File: config.mk
export PLATFORM = sky130hd
export DESIGN_NAME = cac_wr_seq
export DESIGN_NICKNAME = d
export VERILOG_FILES = /design/src/rtl/cac_wr_seq.sv
export SDC_FILE = /design/constraint.sdc
export NUM_CORES = 1
export LEC_CHECK = 0
export ABC_AREA = 1
export BUFFER_PORTS_ARGS = -buffer_cell sky130_fd_sc_hd__buf_4
export CORE_MARGIN = 2
export CORE_UTILIZATION = 53
export CTS_CLUSTER_DIAMETER = 50
export DETAILED_ROUTE_END_ITERATION = 16
export PLACE_DENSITY = 0.81
export SLEW_MARGIN = 20
export SYNTH_ARGS = -nofsm -noshare
export SYNTH_HDL_FRONTEND = slang
export SYNTH_SLANG_ARGS = --single-unit
File: constraint.sdc
create_clock -name clk_h -period 1.86 [get_ports clk_h]
set_input_delay 0.279 -clock clk_h [delete_from_list [all_inputs] [get_ports clk_h]]
set_output_delay 0.279 -clock clk_h [all_outputs]
set_load 0.02 [all_outputs]
File: src/rtl/cac_wr_seq.sv
// cac_wr_seq: cache data write sequencer for the four-way data slices.
// Shares one data write port between a quad memory refill and a CPU store.
//
// Optional build macro: CAC_FILL_PAR_CHK_EN
//   defined   - every accepted refill word has its received parity checked;
//               a mismatch sets csh_par_err_h (sticky until reset).
//   undefined - mem_par_h is ignored, csh_par_err_h is tied low.
//
// Ports:
//   clk_h, reset_h       clock, synchronous active-high reset
//   fill_req_h           start a quad refill (taken only in IDLE)
//   fill_way_h           refill target way
//   fill_wd_h            first refill word address (bits 34:35)
//   mem_vld_h            refill word valid on mem_to_cache_h
//   mem_to_cache_h       refill data word
//   mem_par_h            parity received with the refill word
//   store_req_h          CPU store request, held until store_ack_h
//   store_way_h          store way
//   store_wd_h           store word address
//   store_data_h         store data
//   store_ack_h          one-cycle pulse after the store write
//   fill_busy_h          refill in progress
//   fill_done_h          one-cycle pulse after the fourth refill write
//   fill_ovr_h           sticky: a refill word was lost
//   csh_par_err_h        sticky: refill parity mismatch
//   csh_sel_l            active-low way select
//   cache_wr_l           active-low way write strobe
//   cache_adr_wd_h       word address (bits 34:35)
//   cache_wdata_h        write data
//   csh_par_bit_h        odd parity bit of cache_wdata_h

module cac_wr_seq #(
    parameter int DATA_W   = 36,
    parameter int NWAYS    = 4,
    parameter int WR_PULSE = 1
) (
    input  logic              clk_h,
    input  logic              reset_h,
    input  logic              fill_req_h,
    input  logic [1:0]        fill_way_h,
    input  logic [1:0]        fill_wd_h,
    input  logic              mem_vld_h,
    input  logic [DATA_W-1:0] mem_to_cache_h,
    input  logic              mem_par_h,
    input  logic              store_req_h,
    input  logic [1:0]        store_way_h,
    input  logic [1:0]        store_wd_h,
    input  logic [DATA_W-1:0] store_data_h,
    output logic              store_ack_h,
    output logic              fill_busy_h,
    output logic              fill_done_h,
    output logic              fill_ovr_h,
    output logic              csh_par_err_h,
    output logic [NWAYS-1:0]  csh_sel_l,
    output logic [NWAYS-1:0]  cache_wr_l,
    output logic [1:0]        cache_adr_wd_h,
    output logic [DATA_W-1:0] cache_wdata_h,
    output logic              csh_par_bit_h
);

    typedef enum logic [2:0] {
        IDLE,
        ST_SETUP,
        ST_WR,
        F_WAIT,
        F_SETUP,
        F_WR
    } state_t;

    localparam logic [1:0] PULSE_END = 2'(WR_PULSE - 1);

    state_t state_q;
    state_t state_d;

    // write-port datapath: what the slices see during SETUP/WR
    logic [1:0]        way_q;
    logic [1:0]        adr_q;
    logic [DATA_W-1:0] wdata_q;
    logic [1:0]        pulse_q;

    // refill context
    logic [1:0]        fill_way_q;
    logic [1:0]        fill_wd_q;
    logic [1:0]        nwords_q;

    // one-entry holding buffer for words arriving outside F_WAIT
    logic              hb_full_q;
    logic [DATA_W-1:0] hb_data_q;

    logic              ack_q;
    logic              done_q;
    logic              ovr_q;

    logic              busy;
    logic              in_wait;
    logic              wr_done;
    logic              last_word;
    logic              start_fill;
    logic              start_store;
    logic              f_take;
    logic              fill_end;
    logic              mem_direct;
    logic              mem_to_hb;
    logic              mem_drop;
    logic [NWAYS-1:0]  way_oh;

    assign busy      = (state_q == F_WAIT) ||
                       (state_q == F_SETUP) ||
                       (state_q == F_WR);
    assign in_wait   = (state_q == F_WAIT);
    assign wr_done   = (pulse_q == PULSE_END);
    assign last_word = (nwords_q == 2'd3);
    assign fill_end  = (state_q == F_WR) && wr_done && last_word;

    assign start_fill = (state_q == IDLE) && fill_req_h;

    // The ack cycle is still IDLE while the requester drops its
    // request, so a store is not restarted while store_ack_h is high.
    assign start_store = (state_q == IDLE) && !fill_req_h &&
                         store_req_h && !ack_q;

    // The buffered word is always older, so it goes first.
    assign f_take = in_wait && (hb_full_q || mem_vld_h);

    assign mem_direct = in_wait && !hb_full_q && mem_vld_h;

    // A word goes to the buffer when arriving outside F_WAIT with the
    // buffer free, or in F_WAIT while the buffered word is being taken.
    assign mem_to_hb = busy && mem_vld_h &&
                       ((in_wait && hb_full_q) ||
                        (!in_wait && !hb_full_q));

    assign mem_drop = busy && mem_vld_h && !in_wait && hb_full_q;

    assign way_oh = {{(NWAYS-1){1'b0}}, 1'b1} << way_q;

    // ---------------- state register ----------------
    always_ff @(posedge clk_h) begin
        if (reset_h) begin
            state_q <= IDLE;
        end else begin
            state_q <= state_d;
        end
    end

    // ---------------- next-state logic ----------------
    always_comb begin
        state_d = state_q;
        unique case (state_q)
            IDLE: begin
                if (fill_req_h) begin
                    state_d = F_WAIT;
                end else if (start_store) begin
                    state_d = ST_SETUP;
                end
            end
            ST_SETUP: begin
                state_d = ST_WR;
            end
            ST_WR: begin
                if (wr_done) begin
                    state_d = IDLE;
                end
            end
            F_WAIT: begin
                if (f_take) begin
                    state_d = F_SETUP;
                end
            end
            F_SETUP: begin
                state_d = F_WR;
            end
            F_WR: begin
                if (wr_done) begin
                    state_d = last_word ? IDLE : F_WAIT;
                end
            end
            default: begin
                state_d = IDLE;
            end
        endcase
    end

    // ---------------- output decode ----------------
    always_comb begin
        csh_sel_l  = '1;
        cache_wr_l = '1;
        unique case (1'b1)
            (state_q == ST_SETUP) || (state_q == F_SETUP): begin
                csh_sel_l = ~way_oh;
            end
            (state_q == ST_WR) || (state_q == F_WR): begin
                csh_sel_l  = ~way_oh;
                cache_wr_l = ~way_oh;
            end
            default: begin
            end
        endcase
    end

    assign cache_adr_wd_h = adr_q;
    assign cache_wdata_h  = wdata_q;
    assign csh_par_bit_h  = ~^wdata_q;
    assign store_ack_h    = ack_q;
    assign fill_done_h    = done_q;
    assign fill_busy_h    = busy;
    assign fill_ovr_h     = ovr_q;

    // ---------------- datapath ----------------
    always_ff @(posedge clk_h) begin
        if (reset_h) begin
            way_q      <= '0;
            adr_q      <= '0;
            wdata_q    <= '0;
            pulse_q    <= '0;
            fill_way_q <= '0;
            fill_wd_q  <= '0;
            nwords_q   <= '0;
            hb_full_q  <= 1'b0;
            hb_data_q  <= '0;
            ack_q      <= 1'b0;
            done_q     <= 1'b0;
            ovr_q      <= 1'b0;
        end else begin
            ack_q  <= (state_q == ST_WR) && wr_done;
            done_q <= fill_end;

            if ((state_q == ST_WR) || (state_q == F_WR)) begin
                pulse_q <= pulse_q + 2'd1;
            end else begin
                pulse_q <= '0;
            end

            if (start_fill) begin
                fill_way_q <= fill_way_h;
                fill_wd_q  <= fill_wd_h;
                nwords_q   <= '0;
            end

            // Data only changes when entering a SETUP state, so the
            // parity bit never moves under an active strobe.
            if (start_store) begin
                way_q   <= store_way_h;
                adr_q   <= store_wd_h;
                wdata_q <= store_data_h;
            end

            if (f_take) begin
                way_q   <= fill_way_q;
                adr_q   <= fill_wd_q;
                wdata_q <= hb_full_q ? hb_data_q : mem_to_cache_h;
            end

            if ((state_q == F_WR) && wr_done) begin
                fill_wd_q <= fill_wd_q + 2'd1;
                nwords_q  <= nwords_q + 2'd1;
            end

            if (mem_to_hb) begin
                hb_full_q <= 1'b1;
                hb_data_q <= mem_to_cache_h;
            end else if (f_take) begin
                hb_full_q <= 1'b0;
            end

            // Anything still buffered at quad end is surplus.
            if (fill_end) begin
                hb_full_q <= 1'b0;
            end

            if (mem_drop) begin
                ovr_q <= 1'b1;
            end
        end
    end

`ifdef CAC_FILL_PAR_CHK_EN
    logic mem_accept;
    logic par_err_q;

    assign mem_accept = mem_direct || mem_to_hb;

    always_ff @(posedge clk_h) begin
        if (reset_h) begin
            par_err_q <= 1'b0;
        end else if (mem_accept && (mem_par_h != ~^mem_to_cache_h)) begin
            par_err_q <= 1'b1;
        end
    end

    assign csh_par_err_h = par_err_q;
`else
    logic unused_par;

    assign unused_par    = mem_par_h ^ mem_direct;
    assign csh_par_err_h = 1'b0;
`endif

endmodule

# ---- Yosys cells after proc, flatten, opt, wreduce, memory -nomap -nowiden
# Index checks and enable logic that the tools add are counted.
dict set report op_classes {
  eq_ne 10
  muxes 22
  n_bitwise 2
  n_reduce_logical 34
  div 0
  n_lt_le_gt_ge 0
  shifts 1
  n_addsub 3
  multipliers 0
}
# cell n
set op_table {}
lappend op_table {{two-way mux 36 bit} 3}
lappend op_table {{XNOR reduction 36 bit} 1}
lappend op_table {{two-way mux 2 bit} 9}
lappend op_table {{case mux 3 bit (6 select lines)} 1}
lappend op_table {{two-way mux 3 bit} 5}
lappend op_table {{logical AND 1 bit} 14}
lappend op_table {{two-way mux 4 bit} 2}
lappend op_table {{adder 2 x 1 -> 2 bit (second input constant)} 3}
lappend op_table {{== test 3 x 2 -> 1 bit (second input constant)} 2}
lappend op_table {{== test 3 bit (second input constant)} 2}
lappend op_table {{logical OR 1 bit} 6}
lappend op_table {{nonzero test 2 bit} 3}
lappend op_table {{OR reduction 2 bit} 3}
lappend op_table {{zero test 1 bit} 4}
lappend op_table {{inequality test 2 bit (second input constant)} 2}
lappend op_table {{NOT 4 bit} 1}
lappend op_table {{AND reduction 4 bit} 1}
lappend op_table {{<< shifter 1 x 2 -> 4 bit (first input constant)} 1}
lappend op_table {{== test 3 x 1 -> 1 bit (second input constant)} 1}
lappend op_table {{zero test 3 bit} 1}
lappend op_table {{inequality test 3 bit (second input constant)} 1}
lappend op_table {{== test 2 bit (second input constant)} 1}
lappend op_table {{zero test 2 bit} 1}
lappend op_table {{two-way mux 1 bit} 2}
lappend op_table {{other kinds (2)} 2}
dict set report word_totals {
  latchBits 0
  rom_bits 0
  reg_bits 91
  mem_count 0
  ram_bits 0
}

# ---- Longest topological paths before layout
dict set report depth {
  word_depth 7
  ltp_mapped 14
}

# ---- Worst setup path before layout
# OpenSTA, ideal clock, no wires.
dict set report synth_timing {
  path_type {reg2out}
  start {register wdata_q[31] (netlist: cache_wdata_h[31])}
  end {output csh_par_bit_h}
  path_stages_with_launch 15
  arrival_time_ps 1334
  setup_slack_ps 247
  n_path_buf 0
  cell_sequence {dfxtp_1 inv_1 nand2_1 nand2_1 nand2_1 nand2_1 inv_1 nand2_1 nand2_1 nand2_1 nand3_1 nand2_1 nand2_1 nand2_1 inv_1}
}
dict set report synth_between {
  elab_chain_len 1
}
# element line_no
set synth_lines {}
lappend synth_lines {{start, declared} 78} ;# logic [DATA_W-1:0] wdata_q;
lappend synth_lines {{start signal, assigned} 245} ;# wdata_q <= store_data_h;
lappend synth_lines {{start signal, assigned} 251} ;# wdata_q <= hb_full_q ? hb_data_q : mem_to_cache_h;
lappend synth_lines {{XNOR reduction 36 bit} 203} ;# assign csh_par_bit_h = ~^wdata_q;
lappend synth_lines {{end, declared} 58} ;# output logic csh_par_bit_h
# Every way passes these cells.

# ---- Worst setup path in the final report
dict set report layout_timing {
  start {register wdata_q[28] (netlist: cache_wdata_h[28])}
  end {output csh_par_bit_h}
}
# The elaborated chain is that of the path after synthesis.

==> qor.yml <==
finish.net_count: 954
fill_cells: 741
place_congestion: 0.916
crit_type: "reg2out"
critPathMaxStageDelay_ns: 0.38
detailedRoute.firstPassIterationCount: 4
grt_setup_unrepaired: "true"
fp.coreArea_sq_um: 9060
chipHeight_um: 99.9
dp.final_hpwl_mm: 9.16
hold_violations: 0
ir_worst_vdd_v: 0.000949
io-pin-count: 138
postSynthAreaPerCell_sq_um: 6.55
leakage_nw: 2.91
cts.clk_slew.worst_paths_ns: 0.09
fp.dieArea_sq_um: 9990
rrSetupSlack_ns: 0.14
netlist-cell-type-count: 30
cts.sink_count: 91
cts.root.buffer_cell: "clkbuf_8"
die_width_um: 99.9
mappedNetlistArea_sq_um: 4880
timing.final.setup_violations: 1
post_dp_cell_area_sq_um: 5930
final.setup_skew_ns: 0.00900
cell_pwr_density_nw_per_um2: 1530
most-common-layout-cells: "nand2_1, buf_4, nor2_1"
place.port_buffers: 135
drt-initial-drc-count: 183
synth-warning-count: 0
synth_seq_cells: 91
worst-path-buf-inv: 4
track_usage_pct: 26.2
cp_data_required_time_ns: 1.58
violations_in_the_final_reports: "setup timing"
hold_class: "in2reg"
vias_per_cell: 5.35
multiInputGateArea_sq_um: 2800
fmax_ghz: 0.481
areaGrowthSynthToFinish_pct: 31.8
critical-path-top-delay-family: "simple AND/OR/NAND/NOR gates"
tritoncts_clock_tree: "yes"
run_status: "complete, but fails checks"
setup.worst_path.start: "cache_wdata_h[28]"
vias: 5258
antenna_violating_nets_post_route: 0
fp-row-count: 35
syn_nets: 833
stdcell_area_sq_um: 6430
synth_sequential_area_ratio_pct: 37.4
grt_max_degree: 45
post-route-drc-count: 0
worstPathArrival_ns: 1.80
drv_slew: 0
final_layout_size_suffix_gt1_share_pct: 30.9
critPathLaunchType: "register"
crit_path_cells: "inv_4 > nand2_2 > nand2_2 > nand2_2 > nand2_2 > inv_2 > nand2_2 > nand2_2 > nand2_2 > nand3_2 > nand2_2 > nand2_2 > nand2_2 > inv_2 > buf_6"
worst_r2r_startpoint: "state_q[1]"
first_pass_grt_wire_length_mm: 21.5
critical_path.max_fanout: 5
cts_inserted_buffers: 9
final-seq-area_sq_um: 1890
n_antenna_cell: 0
grt_pass1_vias: 4749
overflow: 0
critPathMostFrequentCell: "nand2_2"
mostFrequentLayoutCell: "nand2_1"
routed_wl_mm: 13.4
worstHoldStart: "store_data_h[30]"
cts-htree-levels: 3
setup_slack_ns: -0.220
worst_setup_path_end_kind: "output port"
max-clock-path-buffers: 2
synthCells: 745
final.period_utilization_pct: 112
max_cap_violations: 0
period_needed_ns: 2.08
timing.critical_path.slowest_stage_cell: "dfxtp_4"
dp_worst_setup_slack_ns: 0.0900
floorplan.initialDensity_pct: 53.8
antenna_found_initial: 0
detail_route.wl_per_cell_um: 13.6
worst_skew_pair_later_pin_latency_ns: 0.35
## tightest hold or removal path, stage by stage
cell and delay [ns]:
buf_4 0.08, a211oi_1 0.05, nor2_1 0.07
## sequential cells by signal, indices dropped and copies added (netlist names)
signal / flops
fill_way_q: 2
way_q: 2
fill_ovr_h: 1
store_ack_h: 1
hb_data_q: 36
state_q: 3
hb_full_q: 1
cache_adr_wd_h: 2
pulse_q: 2
fill_wd_q: 2
cache_wdata_h: 36
nwords_q: 2
fill_done_h: 1
## cell type report
cell class                 count  share of cell area [%]
sequential                    91                    29.3
multi-input combinational    564                    43.6
timing repair buffer         149                    17.9
clock buffer                  11                    2.20
clock inverter                 5                    1.67
tap                          111                    2.16
inverter                      51                    3.21
## through the flow
stage	instances	utilization (%)	TNS (ns)	hold slack [ns]	power [W]
after floorplan	745	-	0	0.392	0.00608
after global placement	965	65.5	0	0.401	0.00731
after detailed placement	965	65.5	0	0.421	0.00747
after CTS	981	68.9	-0.202	0.143	0.00936
after global routing	982	70.9	-0.354	0.149	0.0106
final	982	70.9	-0.220	0.150	0.00981
## path summary, 6_finish.rpt
kind                       end  cells past startpoint
max              csh_par_bit_h                     15
min          cache_wdata_h[30]                      3
max reg2reg      hb_data_q[23]                      8
min reg2reg         pulse_q[0]                      1
## cell families (layout without fill, tap and decap cells)
logic type / count (synthesis) / count (layout) / synth area share [%]
simple gates: 371 / 371 / 30.1
xor+xnor: 17 / 17 / 3.05
buf+inv: 90 / 216 / 8.52
compound gates: 173 / 173 / 20.4
flops: 91 / 91 / 37.4
fa+ha+maj: 2 / 2 / 0.513
other cells: 1 / 1 / 0.0769
## cell usage after synthesis, drive strengths merged
master	number	area (sq um)
ha	2	25.0
buf	23	159
nor3	2	10.0
nand2	227	877
conb	1	3.75
clkinv	1	3.75
inv	50	193
a31oi	5	31.3
o21ai	82	410
xnor2	11	96.3
a211oi	39	303
dfxtp	91	1820
nor2	123	487
o211ai	1	7.51
clkbuf	16	60.1
xor2	6	52.6
a21oi	46	241
nand3	19	95.1
## metal layers
metal / part of all wire, % / GRT usage, % / up-vias
met2: 49 / 45.2 / 173
met5: 0 / 0 / -
met4: 1.1 / 6.74 / 0
met1: 43 / 34.2 / 2419
li1: - / - / 2645
met3: 6.4 / 4.46 / 21
## timing repair
item                                    CTS  global route
gates resized for setup                  31            72
endpoints found under the setup margin    1            20
pin swaps                                 7            21
setup buffers                             0             1
hold buffers                              0             0
## where the power goes
| part | switching, W | internal [W] | total, W |
|---|---|---|---|
| Clock | 0.000709 | 0.000941 | 0.00165 |
| Sequential | 0.000491 | 0.00254 | 0.00303 |
| Combinational | 0.00316 | 0.00197 | 0.00513 |
Note: power is estimated with default switching activity, not from simulation.
